`config.mk`:
```
export PLATFORM = sky130hd
export DESIGN_NAME = layer_writeback
export DESIGN_NICKNAME = d
export VERILOG_FILES = /design/src/rtl/mlp_pkg.sv /design/src/rtl/fixed_requant.sv /design/src/rtl/layer_writeback.sv
export SDC_FILE = /design/constraint.sdc
export NUM_CORES = 1
export LEC_CHECK = 0
export BUFFER_PORTS_ARGS = -buffer_cell sky130_fd_sc_hd__clkbuf_2
export CORE_ASPECT_RATIO = 1.4
export CORE_MARGIN = 3
export CORE_UTILIZATION = 50
export CTS_CLUSTER_SIZE = 20
export DETAILED_ROUTE_END_ITERATION = 8
export PLACE_DENSITY = 0.71
export SETUP_SLACK_MARGIN = 0.1
export SLEW_MARGIN = 20
export SYNTH_ARGS = -nofsm -noshare
export SYNTH_HDL_FRONTEND = slang
export SYNTH_SLANG_ARGS = --single-unit
```
`constraint.sdc`:
```
create_clock -name clk -period 3.34 [get_ports clk]
set_input_delay 0 -clock clk [delete_from_list [all_inputs] [get_ports clk]]
set_output_delay 0 -clock clk [all_outputs]
set_load 0.05 [all_outputs]
```
`src/rtl/mlp_pkg.sv`:
```
// Shared types and constants for the MLP inference datapath.
// Holds default widths, the writeback FSM state enum and saturation limits.
package mlp_pkg;

    localparam int ACC_W_D  = 32;
    localparam int DATA_W_D = 16;
    localparam int FRAC_W_D = 8;

    function automatic longint sat_hi(input int w);
        return (longint'(1) <<< (w - 1)) - 1;
    endfunction

    function automatic longint sat_lo(input int w);
        return -(longint'(1) <<< (w - 1));
    endfunction

    localparam longint SAT_HI = sat_hi(DATA_W_D);
    localparam longint SAT_LO = sat_lo(DATA_W_D);

    typedef enum logic [1:0] {
        ST_IDLE,
        ST_RUN,
        ST_FLUSH,
        ST_DONE
    } wb_state_e;

endpackage

```
`src/rtl/fixed_requant.sv`:
```
// Combinational requantizer: round-half-up shift of a Q.(2F) sum to Q.F,
// saturation to DATA_W and optional ReLU.
// Ports: sum (ACC_W+1 signed), relu, act (DATA_W), sat (saturation flag).
module fixed_requant
    import mlp_pkg::*;
#(
    parameter int     ACC_W  = ACC_W_D,
    parameter int     DATA_W = DATA_W_D,
    parameter int     FRAC_W = FRAC_W_D,
    parameter longint HI     = SAT_HI,
    parameter longint LO     = SAT_LO
) (
    input  logic signed [ACC_W:0]    sum,
    input  logic                     relu,
    output logic        [DATA_W-1:0] act,
    output logic                     sat
);

    // One extra bit so adding the rounding half can never overflow.
    localparam int RW = ACC_W + 2;

    localparam logic signed [RW-1:0] HALF =
        {{(RW - FRAC_W){1'b0}}, 1'b1, {(FRAC_W - 1){1'b0}}};
    localparam logic signed [RW-1:0] HI_V = RW'(HI);
    localparam logic signed [RW-1:0] LO_V = RW'(LO);

    logic signed [RW-1:0] rnd;
    logic signed [RW-1:0] r;

    always_comb begin
        rnd = {sum[ACC_W], sum} + HALF;
        r   = rnd >>> FRAC_W;
        sat = 1'b0;
        act = r[DATA_W-1:0];
        if (r > HI_V) begin
            act = HI_V[DATA_W-1:0];
            sat = 1'b1;
        end else if (r < LO_V) begin
            act = LO_V[DATA_W-1:0];
            sat = 1'b1;
        end
        if (relu && act[DATA_W-1]) begin
            act = '0;
        end
    end

endmodule

```
`src/rtl/layer_writeback.sv`:
```
// Layer writeback: bias add, requantize, saturate, ReLU, SRAM write, argmax.
// Ports: clk, reset (async low), start, last_layer, acc_valid/acc_ready,
// acc_data, bias, out_we/out_addr/out_data, busy, done, class_idx,
// class_score; sat_count when LAYER_WRITEBACK_SAT_COUNT_EN is defined.
module layer_writeback
    import mlp_pkg::*;
#(
    parameter int ACC_W       = ACC_W_D,
    parameter int DATA_W      = DATA_W_D,
    parameter int FRAC_W      = FRAC_W_D,
    parameter int ADDR_W      = 10,
    parameter int NUM_NEURONS = 64,
    parameter int CLS_W       = 4
) (
    input  logic              clk,
    input  logic              reset,
    input  logic              start,
    input  logic              last_layer,
    input  logic              acc_valid,
    output logic              acc_ready,
    input  logic [ACC_W-1:0]  acc_data,
    input  logic [DATA_W-1:0] bias,
    output logic              out_we,
    output logic [ADDR_W-1:0] out_addr,
    output logic [DATA_W-1:0] out_data,
    output logic              busy,
    output logic              done,
`ifdef LAYER_WRITEBACK_SAT_COUNT_EN
    output logic [15:0]       sat_count,
`endif
    output logic [CLS_W-1:0]  class_idx,
    output logic [DATA_W-1:0] class_score
);

    // Counters hold NUM_NEURONS itself, so they need one bit above ADDR_W.
    localparam int CW = ADDR_W + 1;
    localparam logic [CW-1:0] NUM = CW'(NUM_NEURONS);

    wb_state_e state, state_n;

    logic [CW-1:0]     in_cnt;
    logic [CW-1:0]     wr_cnt;
    logic [CW-1:0]     wr_next;
    logic              last_q;
    logic              fire;

    logic              s1_valid;
    logic [ACC_W:0]    s1_sum;
    logic [ACC_W:0]    sum_c;
    logic [ACC_W:0]    bias_ext;

    logic              s2_valid;
    logic [DATA_W-1:0] s2_data;
    logic              s2_sat;
    logic [DATA_W-1:0] act_c;
    logic              sat_c;

    assign acc_ready = (state == ST_RUN) && (in_cnt < NUM);
    assign fire      = acc_valid && acc_ready;
    assign busy      = (state != ST_IDLE);
    assign done      = (state == ST_DONE);
    assign out_we    = s2_valid;
    assign out_data  = s2_data;
    assign out_addr  = wr_cnt[ADDR_W-1:0];
    // Counts the write retiring this cycle so FLUSH can leave without a bubble.
    assign wr_next   = wr_cnt + CW'(out_we);

    assign bias_ext = {{(ACC_W + 1 - DATA_W){bias[DATA_W-1]}}, bias};
    assign sum_c    = {acc_data[ACC_W-1], acc_data} + (bias_ext << FRAC_W);

    fixed_requant #(
        .ACC_W  (ACC_W),
        .DATA_W (DATA_W),
        .FRAC_W (FRAC_W),
        .HI     (sat_hi(DATA_W)),
        .LO     (sat_lo(DATA_W))
    ) u_requant (
        .sum  (s1_sum),
        .relu (!last_q),
        .act  (act_c),
        .sat  (sat_c)
    );

    always_comb begin
        state_n = state;
        unique case (state)
            ST_IDLE: begin
                if (start) state_n = ST_RUN;
            end
            ST_RUN: begin
                if (fire && (in_cnt == NUM - 1'b1)) state_n = ST_FLUSH;
            end
            ST_FLUSH: begin
                if (!s1_valid && (wr_next == NUM)) state_n = ST_DONE;
            end
            ST_DONE: begin
                state_n = ST_IDLE;
            end
            default: state_n = ST_IDLE;
        endcase
    end

    always_ff @(posedge clk or negedge reset) begin
        if (!reset) begin
            state <= ST_IDLE;
        end else begin
            state <= state_n;
        end
    end

    always_ff @(posedge clk or negedge reset) begin
        if (!reset) begin
            in_cnt      <= '0;
            wr_cnt      <= '0;
            last_q      <= 1'b0;
            s1_valid    <= 1'b0;
            s1_sum      <= '0;
            s2_valid    <= 1'b0;
            s2_data     <= '0;
            s2_sat      <= 1'b0;
            class_idx   <= '0;
            class_score <= '0;
        end else begin
            s1_valid <= fire;
            if (fire) begin
                s1_sum <= sum_c;
                in_cnt <= in_cnt + 1'b1;
            end
            s2_valid <= s1_valid;
            if (s1_valid) begin
                s2_data <= act_c;
                s2_sat  <= sat_c;
            end
            if (out_we) begin
                wr_cnt <= wr_next;
                // Strict compare keeps the lowest index on ties.
                if (last_q && ((wr_cnt == '0) ||
                    ($signed(s2_data) > $signed(class_score)))) begin
                    class_idx   <= CLS_W'(wr_cnt);
                    class_score <= s2_data;
                end
            end
            if (state == ST_IDLE && start) begin
                in_cnt      <= '0;
                wr_cnt      <= '0;
                last_q      <= last_layer;
                class_idx   <= '0;
                class_score <= '0;
            end
        end
    end

`ifdef LAYER_WRITEBACK_SAT_COUNT_EN
    always_ff @(posedge clk or negedge reset) begin
        if (!reset) begin
            sat_count <= '0;
        end else if (state == ST_IDLE && start) begin
            sat_count <= '0;
        end else if (out_we && s2_sat && (sat_count != 16'hFFFF)) begin
            sat_count <= sat_count + 16'd1;
        end
    end
`endif

endmodule

```
* Word-level counts from Yosys, hierarchy flattened
Index checks and enable logic that the tools add are counted.
Widths: inputs -> output; s select.
** Word-level totals
- Word-level logic and storage cells :: 61
- Latch bits :: 0
- Output and inout port bits :: 50
- ROM bits :: 0
- Memories kept :: 0
- RAM bits :: 0
- Flip-flop bits (word level) :: 96
- Input port bits :: 53
** Cells by class
- Equality and inequality tests :: 8
- $lt $le $gt $ge :: 4
- $mul :: 0
- Divide/modulo/power cells :: 0
- Bitwise gates (word level) :: 0
- $add $sub $neg :: 4
- Reductions and logical operators :: 18
- Shifts and indexed selects :: 0
- Multiplexer cells :: 17
** Operator list (number)
- $mux 16 :: 6
- $mux 11 :: 4
- $add 33x9->34 const B :: 1
- $add 32x24->33 :: 1
- $gt 26x16->1 const B :: 1
- $lt 26x16->1 const B :: 1
- $gt 16x16->1 :: 1
- $mux 4 :: 3
- $add 11x1->11 :: 1
- $add 11x1->11 const B :: 1
- $eq 11x6->1 const B :: 1
- $eq 11x7->1 const B :: 1
- $logic_not 11->1 :: 1
- $lt 11x7->1 const B :: 1
- $pmux 2 s4 :: 1
- $reduce_bool 2->1 :: 4
- $logic_and 1x1->1 :: 7
- $mux 2 :: 3
- $eq 2x2->1 const B :: 2
- $ne 2x2->1 const B :: 2
- $reduce_and 3->1 :: 1
- $eq 2x1->1 const B :: 1
- $logic_not 1->1 :: 2
- $logic_not 2->1 :: 1
- 3 further kinds :: 3

* Logic depth before layout (Yosys ltp)
Gate-level depths: netlist of run 1.
- Word-level depth :: 6
- Depth in mapped cells :: 11
- Gate-level depth less buffers :: 10

* By module
Synthesis of run 1 repeated with hierarchy kept, for this count alone.
** Second synthesis, totals
- Cell total of the unflattened synthesis :: 732
- Area total of the unflattened synthesis :: 6486.2 um2
** Modules (own cells, without submodules)
- layer_writeback :: cells each 612, times used 1, area each 5725.5 um2
- fixed_requant :: cells each 120, times used 1, area each 760.7 um2

* Worst setup path after synthesis of run 1
Ideal clock, no wire load.
- Path type :: reg-to-reg
- Start point :: register in_cnt[7]
- End point :: register state[1]
- Slack :: 0.066 ns
- Stages on the path, launching flop included :: 8
- Library setup time :: 0.125 ns
- Required time :: 3.215 ns
- Arrival time :: 3.149 ns
- Cells stage by stage :: dfrtp_1 or4_1 nor3_1 nand2_1 nor3_1 o22ai_1 a21oi_1 mux2_2
** Between the ends
- Cells in the longest elaborated chain, start to end :: 6
- Elaborated cells between the ends (all ways) :: 7
- Those cells by class :: order compare: 1; eq/ne: 2; reduce/logical: 4
** RTL lines
- start, declared :: line layer_writeback.sv:41 : logic [CW-1:0] in_cnt;
- start signal, assigned :: line layer_writeback.sv:127 : in_cnt <= in_cnt + 1'b1;
- $lt 11x7->1 :: line layer_writeback.sv:58 : assign acc_ready = (state == ST_RUN) && (in_cnt < NUM);
- $logic_and 1x1->1 :: line layer_writeback.sv:58
- named net acc_ready :: line layer_writeback.sv:20 : output logic acc_ready,
- $logic_and 1x1->1 :: line layer_writeback.sv:59 : assign fire = acc_valid && acc_ready;
- $logic_and 1x1->1 :: line layer_writeback.sv:91 : if (fire && (in_cnt == NUM - 1'b1)) state_n = ST_FLUSH;
- $ne 2x1->1 (no line)
- $reduce_and 3->1 (no line)
- end signal, assigned :: line layer_writeback.sv:107 : state <= state_n;
- end, declared :: line layer_writeback.sv:39 : wb_state_e state, state_n;
The timed path passes the listed nets, and every way through them passes these cells.
A chain may end at the register's enable or synchronous reset.

* Worst setup path after layout of run 1
- Start point :: register s2_data[13], in the netlist out_data[13]
- End point :: register class_idx[3]
** Between the ends
- Cells in the longest elaborated chain, start to end :: 5
** RTL lines
- start, declared :: line layer_writeback.sv:53 : logic [DATA_W-1:0] s2_data;
- start signal, assigned :: line layer_writeback.sv:131 : s2_data <= act_c;
- $gt 16x16->1 :: line layer_writeback.sv:138 : ($signed(s2_data) > $signed(class_score)))) begin
- $logic_or 1x1->1 :: line layer_writeback.sv:137 : if (last_q && ((wr_cnt == '0) ||
- $logic_and 1x1->1 :: line layer_writeback.sv:137
- $reduce_bool 2->1 (no line)
- $reduce_and 2->1 (no line)
- end signal, assigned :: line layer_writeback.sv:139 : class_idx <= CLS_W'(wr_cnt);
- end, declared :: line layer_writeback.sv:31 : output logic [CLS_W-1:0] class_idx,
No other way between the ends.

==> results of run 1 <==
## cells in the final DEF, fill, tap and decap left out, types with 6 or more instances in the layout
cell,instances
a21o_1,13
a21oi_1,28
a31oi_1,7
a32oi_1,16
and2_1,10
and4_1,6
buf_4,8
clkbuf_16,9
clkbuf_2,94
dfrtp_1,89
ha_1,49
inv_1,36
mux2i_1,7
nand2_1,89
nand3_1,52
nand4_1,19
nor2_1,41
nor3_1,25
o2111ai_1,18
o21a_1,7
o21ai_0,56
o21ai_2,10
or4_1,6
xnor2_1,12
xor2_1,30
## timing repair
item,in CTS,in global routing
resized for setup,0,0
hold buffers,4,0
hold endpoints to repair,92,0
## synth_stat cells (3+ instances only)
cell        n  share of area, %
dfrtp_1    89                34
nand2_1    89               5.2
o21ai_0    56               4.3
nand3_1    52               4.0
ha_1       49               9.5
nor2_1     41               2.4
inv_1      36               2.1
clkbuf_1   32               1.9
xor2_1     30               4.1
a21oi_1    28               2.2
nor3_1     26               2.0
nand4_1    19               1.8
o2111ai_1  18               2.4
a32oi_1    16               2.2
a21o_1     13               1.5
xnor2_1    12               1.6
buf_4      11               1.3
and2_1     10              0.96
o21ai_2    10               1.4
a31oi_1     7              0.68
mux2i_1     7               1.1
o21a_1      7              0.81
and4_1      6              0.81
or4_1       6              0.69
nor2b_1     5              0.48
nor4_1      5              0.48
o21bai_1    5              0.58
o31ai_1     5              0.58
a211oi_1    4              0.46
buf_6       4              0.69
nand2b_1    4              0.39
o211ai_1    4              0.46
a21boi_0    3              0.35
and3_1      3              0.29
nand4b_1    3              0.41
o221ai_1    3              0.41
o31a_1      3              0.41
or3_1       3              0.29
## flip-flops by register name, indices dropped and copies added (netlist names), 2 cells and up
register and count:
wr_cnt 11, out_data 16, s1_sum 26, state 2, class_score 16, class_idx 4
in_cnt 11
## worst register-to-register path, stage by stage, from the launching register on
cell and delay (ns):
dfrtp_1 0.43, ha_1 0.35, a21o_1 0.18, a2111oi_0 0.57, o21ai_1 0.44, o21ai_1 0.55, mux2i_1 0.25
## final cells by class
| class | count | share of cell area [%] |
|---|---|---|
| clock buffer | 11 | 3.45 |
| clock inverter | 5 | 0.838 |
| inverter | 37 | 1.90 |
| multi-input combinational | 583 | 52.9 |
| sequential | 89 | 30.4 |
| tap | 150 | 2.56 |
| timing repair buffer | 107 | 7.95 |
## per-layer routing
metal	wire length, µm	vias up
li1	-	2923
met1	6600	2733
met2	7770	190
met3	742	35
met4	450	0
met5	0	-
## worst max-delay path by stage
stage / end / cells past startpoint
3_5_place_dp: class_idx[3] / 6
4_1_cts: class_idx[3] / 6
6_report: class_idx[3] / 6
2_1_floorplan: state[1] / 7
3_3_place_gp: class_idx[1] / 6
5_1_grt: class_idx[1] / 6
## report_power, final
part	internal [W]	switching, W
Clock	0.000624	0.000425
Combinational	0.00112	0.00230
Sequential	0.00149	0.000499
Total	0.00324	0.00322
## kinds of logic (layout without fill, tap and decap cells)
| kind of cell | Yosys count | count (layout) | synth area share, % |
|---|---|---|---|
| buffers and inverters | 87 | 160 | 6.15 |
| multiplexers | 8 | 8 | 1.25 |
| adder cells (fa/ha/maj) | 50 | 50 | 9.76 |
| XOR/XNOR | 42 | 42 | 5.67 |
| flip-flops | 89 | 89 | 34.3 |
| AND/OR/NAND/NOR | 280 | 280 | 21.3 |
| AO/OA/AOI/OAI | 203 | 203 | 21.5 |
## metrics by stage
step	power, W	std cells	hold slack [ns]	setup WS, ns
6_report	0.00646	982	0.0109	0.490
5_1_grt	0.00694	982	0.0282	0.420
4_1_cts	0.00648	982	0.0127	0.571
3_5_place_dp	0.00541	962	0.211	0.593
3_3_place_gp	0.00529	962	0.224	0.695
2_1_floorplan	0.00455	759	-0.296	0.564
==> run metrics, run 1 <==
Synth Warn #=0; Reg area=0.00223 mm²; # IOs=103; family with the most delay on the worst path=compound AO/OA/AOI/OAI gates; Num Clock Sinks=89; die height=141 µm; initial antenna violation count=0; Residual DRC=0; share of layout cells above drive strength 1=16.8%; #FFs+latches synth=89; Peak Freq=351 MHz; Worst Path Buf+Inv=0; Worst EP arrival=3.11 ns; Total GRT Usage=21.6%; Hold EP=s1_sum[8]; Tcrit/Tclk final=85.3%; GR Overflow Total=0; worst r2r src=out_data[13]; Setup TNS Final=0 ns; final instance area=0.00732 mm²; main flop type after synthesis=dfrtp_1; CTS root buf=clkbuf_16; global-route wire length before repair=25.7 mm; Fin. Hold Viols=0; Worst-path clk slew=0.07 ns; Slew HR=29.2%; FF-to-FF End=class_idx[3]; Core Area=0.0125 mm²; CP peak stage delay=0.57 ns; nets=930; ys async rst share=100%; post-synth cell types=65; Multi-input gate area=0.00387 mm²; Final setup viols=0; vias in the first global route=5617; worst-path cell chain=ha_1 -> a21o_1 -> a2111oi_0 -> o21ai_1 -> o21ai_1 -> mux2i_1; RD Place Congestion=0.902; clock buffer count from CTS=9; slowest cell on the critical path=a2111oi_0; Leak=3.38 nW; Max Slew Vio Count=0; Rows=48; Critical Path RT=3.60 ns; worst vdd ir=0.000374 V; Final Util=58.6%; dpl cell area=0.00696 mm²; die area=0.0144 mm²; register area share after synthesis=34.3%; kind of critical path=reg2reg; unrepaired setup endpoints after global routing=no; synthesized instance count=759; flop2flop setup slack=0.49 ns; fill count=1114; status=completed; met3 Use GR=2.62%; Vias/cell=5.99; Post-Route WL=15.6 mm; power per cell area=882 mW/mm²; clock buffer depth=2; critical path endpoint category=flop; Syn Nets=862; Post-synth EDFFs=0; Post-CTS Setup Repair Bufs=0; most used routing layer=met2; Post-Syn Area per Cell=8.54 µm²; Detailed Routing Iterations Pass 1=5; largest net degree at the start of global routing=90; crit path time final=2.85 ns; Crit path top cell by count=o21ai_1; max-cap viol count=0; Worst Setup Start Kind=flop; port bufs=95; Min-Delay Path Class=in2reg; Routed Antenna Nets=0; Slew @ Worst Pin=1.06 ns; Ant. Diodes=0; routed wire length per instance=15.8 µm; met2 Resource Use GR=37.7%; initial drt markers=327; Post-Syn Area=0.00648 mm²; worst clock skew=0.00979 ns; Die X=102 µm; met1 Use GR=26.4%; CP Max Fanout=9; P&R area growth vs syn=12.9%; depth of the most critical reg-to-reg path=6; Clk Latency, worst-skew pair=0.34 ns; Hold Crit Start=acc_data[8]; Worst Hold Path Cells=4; CTS H-tree depth=3; hpwl dp=11.6 mm; Critical path origin=out_data[13]; Initial Util=51.9%; CTS tree=done; vias=5881
No activity file was read; power rests on OpenSTA's default activity.
==> run 2, diff against run 1 <==
--- a/config.mk
+++ b/config.mk
@@ -7,7 +7,6 @@
 export LEC_CHECK = 0
 export BUFFER_PORTS_ARGS = -buffer_cell sky130_fd_sc_hd__clkbuf_2
 export CORE_ASPECT_RATIO = 1.4
-export CORE_MARGIN = 3
 export CORE_UTILIZATION = 50
 export CTS_CLUSTER_SIZE = 20
 export DETAILED_ROUTE_END_ITERATION = 8
==> run 2 against run 1 <==
Flip-flop and latch count stayed put. The run now ends with DRC, hold timing left. First-iteration DRC count fell by 20%. Critical endpoint is now state[1]. Largest cell class unchanged. Fmax is 3.0% higher.
==> run metrics, run 2 (same netlist as run 1, synthesis figures left out) <==
status=finished with violations (was completed); failing checks=DRC, hold timing; fill count=1117 (was 1114); Fin. Hold Viols=1 (was 0); Clk Latency, worst-skew pair=0.34 ns (about the same); worst clock skew=0.00709 ns (was 0.00979 ns); CTS tree=done (unchanged); die height=137 µm (was 141 µm); Vias/cell=5.97 (was 5.99); Reg with most FFs=s1_sum (unchanged); Critical Path RT=3.56 ns (was 3.60 ns); Multi-input gate area=0.00387 mm² (unchanged); Die X=98.3 µm (was 102 µm); commonest non-fill, non-tap cells in the layout=clkbuf_2, nand2_1, dfrtp_1 (unchanged); # placed instances=961 (was 962); Worst Setup Start Kind=flop (unchanged); nets=928 (was 930); hpwl dp=11.2 mm (was 11.6 mm); Routed Antenna Nets=0 (unchanged); routed wire length per instance=15.3 µm (was 15.8 µm); global-route wire length before repair=25.0 mm (was 25.7 mm); Comb pwr share=53.1% (was 52.9%); vias=5842 (was 5881); WHS=-0.00211 ns (was 0.0109 ns); Tcrit/Tclk final=82.9% (was 85.3%); Core Area=0.0125 mm² (unchanged); Leak=3.35 nW (was 3.38 nW); clock buffer depth=2 (unchanged); initial antenna violation count=0 (unchanged); CTS root buf=clkbuf_16 (unchanged); Total GRT Usage=22.7% (was 21.6%); Ant. Diodes=0 (unchanged); power per cell area=873 mW/mm² (was 882 mW/mm²); largest net degree at the start of global routing=90 (unchanged); Max Slew Vio Count=0 (unchanged); CTS H-tree depth=3 (unchanged); Non-Filler Instances=979 (was 982); Reg area=0.00223 mm² (unchanged); Worst-path clk slew=0.06 ns (was 0.07 ns); kind of critical path=reg2reg (unchanged); Post-Route WL=14.9 mm (was 15.6 mm); max-cap viol count=0 (unchanged); worst r2r src=out_we (was out_data[13]); Sw Share=49.9% (about the same); Internal=0.00318 W (was 0.00324 W); port bufs=95 (unchanged); Peak Freq=361 MHz (was 351 MHz); worst vdd ir=0.000403 V (was 0.000374 V); clock buffer count from CTS=9 (unchanged); commonest non-fill, non-tap cell in the layout=clkbuf_2 (unchanged); crit path time final=2.77 ns (was 2.85 ns); unrepaired setup endpoints after global routing=no (unchanged); initial drt markers=260 (was 327); GR Overflow Total=0 (unchanged); Residual DRC=8 (was 0); Min-Delay Path Class=in2reg (unchanged); RD Place Congestion=0.842 (was 0.902); Final setup viols=0 (unchanged); Setup TNS Final=0 ns (unchanged); Worst EP arrival=2.99 ns (was 3.11 ns); P&R area growth vs syn=12.2% (was 12.9%); Num Clock Sinks=89 (unchanged); sequential power share=31.5% (was 30.8%); Slew HR=39.5% (was 29.2%); Total Power=0.00635 W (was 0.00646 W); # IOs=103 (unchanged); Critical path origin=out_we (was out_data[13]); NetSw=0.00317 W (was 0.00322 W); critical path endpoint category=flop (unchanged); Initial Util=51.9% (unchanged); vias in the first global route=5431 (was 5617); CP Max Fanout=14 (was 9); share of layout cells above drive strength 1=16.4% (was 16.8%); Rows=48 (unchanged); Hold Crit Start=bias[0] (was acc_data[8]); Slew @ Worst Pin=0.907 ns (was 1.06 ns); Clk network pwr share=15.4% (was 16.3%); die area=0.0134 mm² (was 0.0144 mm²); Detailed Routing Iterations Pass 1=9 (was 5); Largest register FFs=26 (unchanged)
## run 2: final timing paths
path | to | slack [ns] | depth (start not counted)
worst max-delay path | state[1] | 0.57 | 9
worst min-delay path | s1_sum[8] | -0.002 | 4
worst max register to register | state[1] | 0.57 | 9
worst min register to register | in_cnt[9] | 0.48 | 1
max in group asynchronous | s1_sum[18] | 2.52 | 2
min in group asynchronous | wr_cnt[5] | 0.28 | 2
## run 2: critical path: stages, from the launching register on
cell      delay [ns]
dfrtp_1         0.64
ha_1            0.33
ha_1            0.26
nand4_1         0.15
nor2_1          0.26
nand2_1         0.09
a21oi_1         0.14
o221ai_1        0.16
a21oi_1         0.26
mux2_2          0.37
## run 2: timing repair
action                    4_1_cts  5_1_grt
resized for setup               0        0
hold endpoints to repair       91        0
buffers inserted                0        0
hold buffers                    3        0
## run 2: layer usage
metal | vias to the layer above | GRT usage (%) | share of wire [%]
met3 | 34 | 2.60 | 4.0
met5 | - | 0 | 0
met2 | 183 | 39.8 | 49
met1 | 2712 | 28.2 | 44
li1 | 2913 | - | -
met4 | 0 | 10.1 | 3.0
## run 2: cell type report
cell class / instances / area share, %
Inverter: 37 / 1.91
Clock inverter: 4 / 0.757
Sequential cell: 89 / 30.6
Clock buffer: 11 / 3.20
Timing Repair Buffer: 105 / 7.76
Multi-Input combinational cell: 583 / 53.2
Tap cell: 150 / 2.58
## run 2: stage by stage
stage / setup WS [ns] / cell area [µm²] / util [%]
after floorplan: 0.564 / 6490 / -
after global placement: 0.655 / 6950 / 55.7
after detailed placement: 0.610 / 6950 / 55.7
after CTS: 0.602 / 7270 / 58.2
after global routing: 0.325 / 7280 / 58.2
final: 0.572 / 7280 / 58.2
## run 2: power groups by stage
stage | Clock, W | Sequential, W | Combinational (W)
5_1_grt | 0.00105 | 0.00207 | 0.00371
3_5_place_dp | 0 | 0.00201 | 0.00337
3_3_place_gp | 0 | 0.00198 | 0.00328
6_report | 0.000981 | 0.00200 | 0.00337
2_1_floorplan | 0 | 0.00254 | 0.00200
4_1_cts | 0.000999 | 0.00199 | 0.00339
